==> config.mk <==
export PLATFORM = sky130hd
export DESIGN_NAME = booth_mul_r4_stream
export DESIGN_NICKNAME = d
export VERILOG_FILES = /design/src/rtl/booth_mul_r4_stream.sv
export SDC_FILE = /design/constraint.sdc
export NUM_CORES = 2
export LEC_CHECK = 0
export CORE_ASPECT_RATIO = 1.5
export CORE_MARGIN = 4
export CORE_UTILIZATION = 55
export CTS_BUF_LIST = sky130_fd_sc_hd__clkbuf_4 sky130_fd_sc_hd__clkbuf_8
export CTS_CLUSTER_DIAMETER = 150
export CTS_CLUSTER_SIZE = 20
export DETAILED_ROUTE_END_ITERATION = 7
export PLACE_DENSITY = 0.84
export SLEW_MARGIN = 10
export SYNTH_ARGS = -nofsm -noshare
export SYNTH_HDL_FRONTEND = slang
export SYNTH_SLANG_ARGS = --single-unit
export TNS_END_PERCENT = 1
==> constraint.sdc <==
create_clock -name clk -period 11.45 [get_ports clk]
set_clock_uncertainty 0.1 [all_clocks]
set_input_delay 2.8625 -clock clk [delete_from_list [all_inputs] [get_ports clk]]
set_output_delay 2.8625 -clock clk [all_outputs]
set_load 0.005 [all_outputs]
==> src/rtl/booth_mul_r4_stream.sv <==
// Iterative radix-4 Booth multiplier with valid/ready on both sides and per-op signed mode.
// Optional BOOTH_EARLY_TERM_EN: finish as soon as the remaining multiplier digits are all zero.
module booth_mul_r4_stream #(
  parameter int unsigned WIDTH = 128
) (
  input  logic                 clk,
  input  logic                 reset,
  input  logic                 in_valid,
  output logic                 in_ready,
  input  logic                 signed_mode,
  input  logic [WIDTH-1:0]     a,
  input  logic [WIDTH-1:0]     b,
  output logic                 out_valid,
  input  logic                 out_ready,
  output logic [2*WIDTH-1:0]   ab,
  output logic                 busy
);

  localparam int unsigned ITER = (WIDTH + 2) / 2;
  localparam int unsigned PW   = 2 * WIDTH;
  localparam int unsigned MW   = WIDTH + 3;
  localparam int unsigned CW   = $clog2(ITER + 1);

  typedef enum logic [1:0] {IDLE, CALC, DONE} state_t;

  state_t        state;
  // Product is taken mod 2^(2*WIDTH), so the two guard bits above PW never reach ab.
  logic [PW-1:0] acc;
  logic [PW-1:0] mcand;
  logic [MW-1:0] mplr;
  logic [CW-1:0] cnt;
  logic [PW-1:0] term_c;
  logic          finish_c;

  // Booth recode of the low three multiplier bits into the partial product.
  always_comb begin
    term_c = '0;
    case (mplr[2:0])
      3'b001, 3'b010: term_c = mcand;
      3'b011:         term_c = mcand << 1;
      3'b100:         term_c = -(mcand << 1);
      3'b101, 3'b110: term_c = -mcand;
      default:        term_c = '0;
    endcase
  end

`ifdef BOOTH_EARLY_TERM_EN
  always_comb finish_c = (cnt == CW'(ITER)) || (&mplr) || !(|mplr);
`else
  always_comb finish_c = (cnt == CW'(ITER));
`endif

  always_ff @(posedge clk) begin
    if (reset) begin
      state     <= IDLE;
      in_ready  <= 1'b1;
      out_valid <= 1'b0;
      busy      <= 1'b0;
      ab        <= '0;
      acc       <= '0;
      mcand     <= '0;
      mplr      <= '0;
      cnt       <= '0;
    end else begin
      case (state)
        IDLE: begin
          if (in_valid) begin
            state    <= CALC;
            in_ready <= 1'b0;
            busy     <= 1'b1;
            acc      <= '0;
            cnt      <= '0;
            mcand    <= {{WIDTH{signed_mode & a[WIDTH-1]}}, a};
            mplr     <= {{2{signed_mode & b[WIDTH-1]}}, b, 1'b0};
          end
        end
        CALC: begin
          if (finish_c) begin
            state     <= DONE;
            out_valid <= 1'b1;
            ab        <= acc;
          end else begin
            acc   <= acc + term_c;
            mcand <= mcand << 2;
            mplr  <= {{2{mplr[MW-1]}}, mplr[MW-1:2]};
            cnt   <= cnt + CW'(1);
          end
        end
        DONE: begin
          if (out_ready) begin
            state     <= IDLE;
            out_valid <= 1'b0;
            busy      <= 1'b0;
            in_ready  <= 1'b1;
          end
        end
        default: state <= IDLE;
      endcase
    end
  end

endmodule

Word level (Yosys, flattened, before mapping)
Cells that the tools add are included.
{"block": "word_totals", "regBits": 911, "output_inout_bits": 259, "in_bits": 261, "wordCells": 67}
{"block": "op_classes", "add_sub_neg": 4, "n_mux": 25, "n_eq_ne": 13, "n_bitwise": 3, "n_reduce_logical": 12}
{"operator": "$mux W256", "count": 4}
{"operator": "$pmux W256 S2", "count": 2}
{"operator": "$pmux W256 S4", "count": 1}
{"operator": "$neg A256 Y256", "count": 2}
{"operator": "$pmux W131 S2", "count": 1}
{"operator": "$add A256 B256 Y256", "count": 1}
{"operator": "$mux W131", "count": 1}
{"operator": "$mux W130", "count": 1}
{"operator": "$reduce_and A3 Y1", "count": 5}
{"operator": "$mux W7", "count": 2}
{"operator": "$pmux W7 S2", "count": 1}
{"operator": "$eq A3 B3 Y1 const B", "count": 3}
{"operator": "$ne A2 B2 Y1 const B", "count": 4}
{"operator": "$add A7 B1 Y7 const B", "count": 1}
{"operator": "$eq A7 B7 Y1 const B", "count": 1}
{"operator": "$eq A3 B2 Y1 const B", "count": 2}
{"operator": "$mux W2", "count": 3}
{"operator": "$pmux W1 S2", "count": 3}
{"operator": "$pmux W2 S3", "count": 1}
{"operator": "$reduce_bool A2 Y1", "count": 3}
{"operator": "$mux W1", "count": 5}
{"operator": "$reduce_or A2 Y1", "count": 2}
{"operator": "$eq A3 B1 Y1 const B", "count": 1}
{"operator": "$and A1 B1 Y1", "count": 2}
{"operator": "other kinds (5)", "count": 5}

Longest topological paths before layout
{"block": "depth", "depth_word": 6, "ltp_mapped": 33, "depth_no_buf": 31}

Least setup slack after synthesis
Ideal clock, no wire load.
{"block": "synth_path", "kind": "flip-flop to flip-flop", "from": "register mcand[0]", "to": "register acc[246]", "path_stages_with_launch": 33, "setup_slack_ps": 4063, "path_buffers": 2, "period_less_slack_ps": 7387, "t_arrival_ps": 7170, "t_required_ps": 11233, "setup_ps": 117, "path_cell_list": "dfxtp_1 > inv_1 > ha_1 > or4b_1 > or3_1 > buf_2 > nor3_4 > and2_0 > and2_1 > buf_1 > nand2_1 > or4_1 > nor4_1 > xnor2_1 > nand2_1 > nor2_1 > a211oi_1 > a21oi_1 > ha_1 > nand4_1 > or3_1 > or4_1 > nor3_1 > nand2_1 > o211ai_1 > a31oi_1 > o21ai_1 > a41oi_1 > o21ai_0 > a21boi_1 > o31ai_1 > xnor2_1 > a22o_1"}
{"block": "synth_between", "elab_chain_cells": 5, "word_cells_on_any_way": 6, "classes_between": "add/sub (3); mux (3)"}
{"item": "start: declaration", "line": "29", "text": "logic [PW-1:0] mcand;"}
{"item": "start signal: assignment", "line": "73", "text": "mcand <= {{WIDTH{signed_mode & a[WIDTH-1]}}, a};"}
{"item": "start signal: assignment", "line": "84", "text": "mcand <= mcand << 2;"}
{"item": "$neg A256 Y256, on equally long branches", "line": "42, 41"}
{"item": "$pmux W256 S4 *", "line": "38", "text": "case (mplr[2:0])"}
{"item": "$add A256 B256 Y256 *", "line": "83", "text": "acc <= acc + term_c;"}
{"item": "$mux W256 *", "line": "78", "text": "if (finish_c) begin"}
{"item": "$pmux W256 S2 *", "line": "65", "text": "case (state)"}
{"item": "end signal: assignment", "line": "83"}
{"item": "end: declaration", "line": "28", "text": "logic [PW-1:0] acc;"}
Mark *: on every way between the ends. The rest lies on a longest branch, timed or not. The select of a mux whose other input is x is not followed.
A chain may end at the register's enable or synchronous reset.

Worst setup path in the final report
{"block": "layout_path", "from": "register mcand[84]", "to": "register acc[251]"}
Same word-level chain as after synthesis.

==> run metrics <==
slew at the pin with the worst max-slew slack 1.365 ns; Antenna Violating Nets Remaining 0; Critical Path AT 11.02 ns; Setup TNS 0 ns; most frequent cells in the layout 1903 x nand2_1, 1212 x a21oi_1, 908 x dfxtp_1; DIE HEIGHT 431.5 um; status finished, final reports clean; hold_buf cts 0; Critical Path Fanout Max 9; largest net degree at the start of global routing 187; EDFF count, synth 0; clock power share 21.8%; Worst-Skew Late Latency 0.90 ns; RD Place Congestion 1.078; clk slew on worst S/H paths 0.14 ns; Avg Inst Size Synth 6.922 um2; reg2reg start mcand[84]$_SDFFE_PP0P_; dpl ws 1.407 ns; Initial Utilization 55.31%; P_int 4403 uW; P_leak 0.02414 uW; Max Freq 96.66 MHz; Layout area overhead 8.692%; WL final 295.5 mm; crit path kind flip-flop to flip-flop; H-tree levels 2; Synth cell types 106; hold_ws 0.3594 ns; minimum clock period 10.35 ns; Final Hold Violating Endpoints 0; HP Start ab[159]$_SDFFE_PP0P_; DIE AREA 125300 um2; Top FF cell, synth dfxtp_1; post-route setup slack 1.105 ns; DRC Markers 0; period utilisation layout 90.35%; # IOs 520; Core Rows 155; Final Util 60.12%; register area share after synthesis 27.73%; via/cell ratio 6.778; syn nets 10020; total power 7150 uW; placed wire-length estimate 219.8 mm; global-route wire length before repair 434.6 mm; Detailed Routing Iterations Pass 1 8; Critical Path Start mcand[84]$_SDFFE_PP0P_; total track usage 44.46%; CTS sink count 911; Overflow after GRT 0; Hold/Removal Path Class flip-flop to flip-flop; max cap viols 0; FFs w/ async S/R, synth 0%; Power per Cell Area 100.0 nW/um2; post_cts resized 0; clk root buf clkbuf_8; nets@finish 9825; Yosys top cell area share 27.73%; Core Box Area 118900 um2; initial antenna violation count 15; Synth area leaders dfxtp_1 28%, nand2_1 11%, a21oi_1 9.2%; R2R Path End acc[251]$_SDFFE_PP0P_; CTS tree done; layout cells sized above 1 3.287%; most common cell after layout, fill and taps aside nand2_1; R2R depth 26; Switching Power 2746 uW; RSZ-0062 raised after global routing false; Post-CTS Setup Bufs 0; Slew headroom 8.163%; crit path capture type flip-flop; switching portion of total power 38.41%; synthesized instance count 9499; final setup violating endpoints 0; vias 73860; TritonCTS Buffers 51; input/output buffers 519; power share of the sequential group 49.3%; hold-critical path depth 2; flop2flop setup slack 1.10 ns; FF+latch count, synth 911; peak supply drop 0.1161 mV; clock buffer depth 3; max-slew violation count 0; Yosys Warn Count 0; post-synthesis cell area 65760 um2; Comb pwr share 28.9%; CP required 12.12 ns; DR WL/cell 27.12 um; area leader, netlist dfxtp_1; initial detailed-routing violation count 9546; Die W 290.3 um; Worst Hold Endpoint ab[159]$_SDFFE_PP0P_; crit start category flip-flop; vias in the first global route 69490
==> worst max path at each step <==
| stage | to | slack (ns) | depth (start not counted) |
|---|---|---|---|
| after CTS | acc[206]$_SDFFE_PP0P_ | 1.39 | 27 |
| after floorplan | acc[246]$_SDFFE_PP0P_ | 4.06 | 32 |
| after detailed placement | acc[206]$_SDFFE_PP0P_ | 1.41 | 27 |
| after global placement | acc[254]$_SDFFE_PP0P_ | 1.52 | 27 |
| final | acc[251]$_SDFFE_PP0P_ | 1.10 | 26 |
| after global routing | acc[214]$_SDFFE_PP0P_ | 0.90 | 27 |
==> metrics by stage <==
step	cells	area, um2
final	10900	71470
after global routing	10880	71440
after CTS	10880	71400
after detailed placement	10820	70620
after global placement	10820	70600
after floorplan	9499	65760
==> cells in the mapped netlist, drive strengths merged (8+ instances only) <==
master	instances
a211oi	24
a21boi	35
a21o	84
a21oi	1213
a221o	29
a221oi	95
a22o	9
a22oi	368
a31oi	221
and2	24
and3	28
and4	14
buf	44
clkbuf	833
dfxtp	911
ha	258
inv	115
mux2i	27
nand2	1909
nand2b	54
nand3	345
nand3b	8
nand4	182
nor2	531
nor2b	19
nor3	175
nor3b	10
nor4	97
o211ai	18
o21a	49
o21ai	682
o21bai	110
o221ai	41
o31ai	23
or2	41
or3	104
or4	51
or4b	9
xnor2	316
xor2	289
==> layout make-up <==
cell class / count / area (um2)
fill: 11300 / 47410
multi-input combinational: 7596 / 43920
sequential: 911 / 18250
timing repair buffer: 630 / 6083
tap: 1570 / 1964
clock buffer: 54 / 724.4
inverter: 115 / 431.7
clock inverter: 4 / 60.06
antenna: 17 / 42.54
==> routing by layer <==
| layer | share of wire, % | track usage [%] |
|---|---|---|
| met3 | 9.8 | 10.17 |
| met4 | 11 | 37.57 |
| met2 | 45 | 72.44 |
| met5 | 0.0071 | 0 |
| met1 | 34 | 49.20 |
==> state kept, by name, summed over array words and instances, names as in the netlist <==
name and cells:
ab 256, acc 256, busy 1, cnt 7, in_ready 1, mcand 256
mplr 131, out_valid 1, state 2
==> worst max-delay path, stage by stage, from the launching register on <==
cell and delay [ns]:
dfxtp_1 0.51, nor3_1 0.82, nand4_1 1.13, nor2_4 0.59
nand4_1 0.26, or4b_1 0.71, or3_1 0.47, nor3_2 0.20
xor2_1 0.09, o221ai_1 0.18, a21boi_0 1.08, ha_1 0.41
a21o_1 0.11, a21o_1 0.11, a21o_1 0.17, a21oi_1 0.12
o31ai_1 0.43, a21oi_1 0.16, nor4bb_1 0.17, o22a_1 0.20
o31ai_1 0.06, buf_4 0.23, a31oi_1 0.31, o41ai_2 1.00
a21bo_2 0.33, mux2i_1 0.23, nand2_1 0.07
==> power groups by stage <==
| stage | registers, uW | logic [uW] | clock network (uW) |
|---|---|---|---|
| CTS | 3510 | 1980 | 1570 |
| global placement | 3580 | 1950 | 0 |
| floorplan | 3420 | 1440 | 0 |
| global route | 3540 | 2190 | 1650 |
| finish | 3520 | 2070 | 1560 |
| detailed placement | 3580 | 1970 | 0 |
==> logic make-up after synthesis <==
family,share of synthesized area (%)
buffers and inverters,5.722
XOR/XNOR,8.058
adder cells (fa/ha/maj),4.940
flip-flops,27.73
AND/OR/NAND/NOR,24.96
AO/OA/AOI/OAI,28.07
multiplexers,0.5137
No activity file was read; power rests on OpenSTA's default activity.
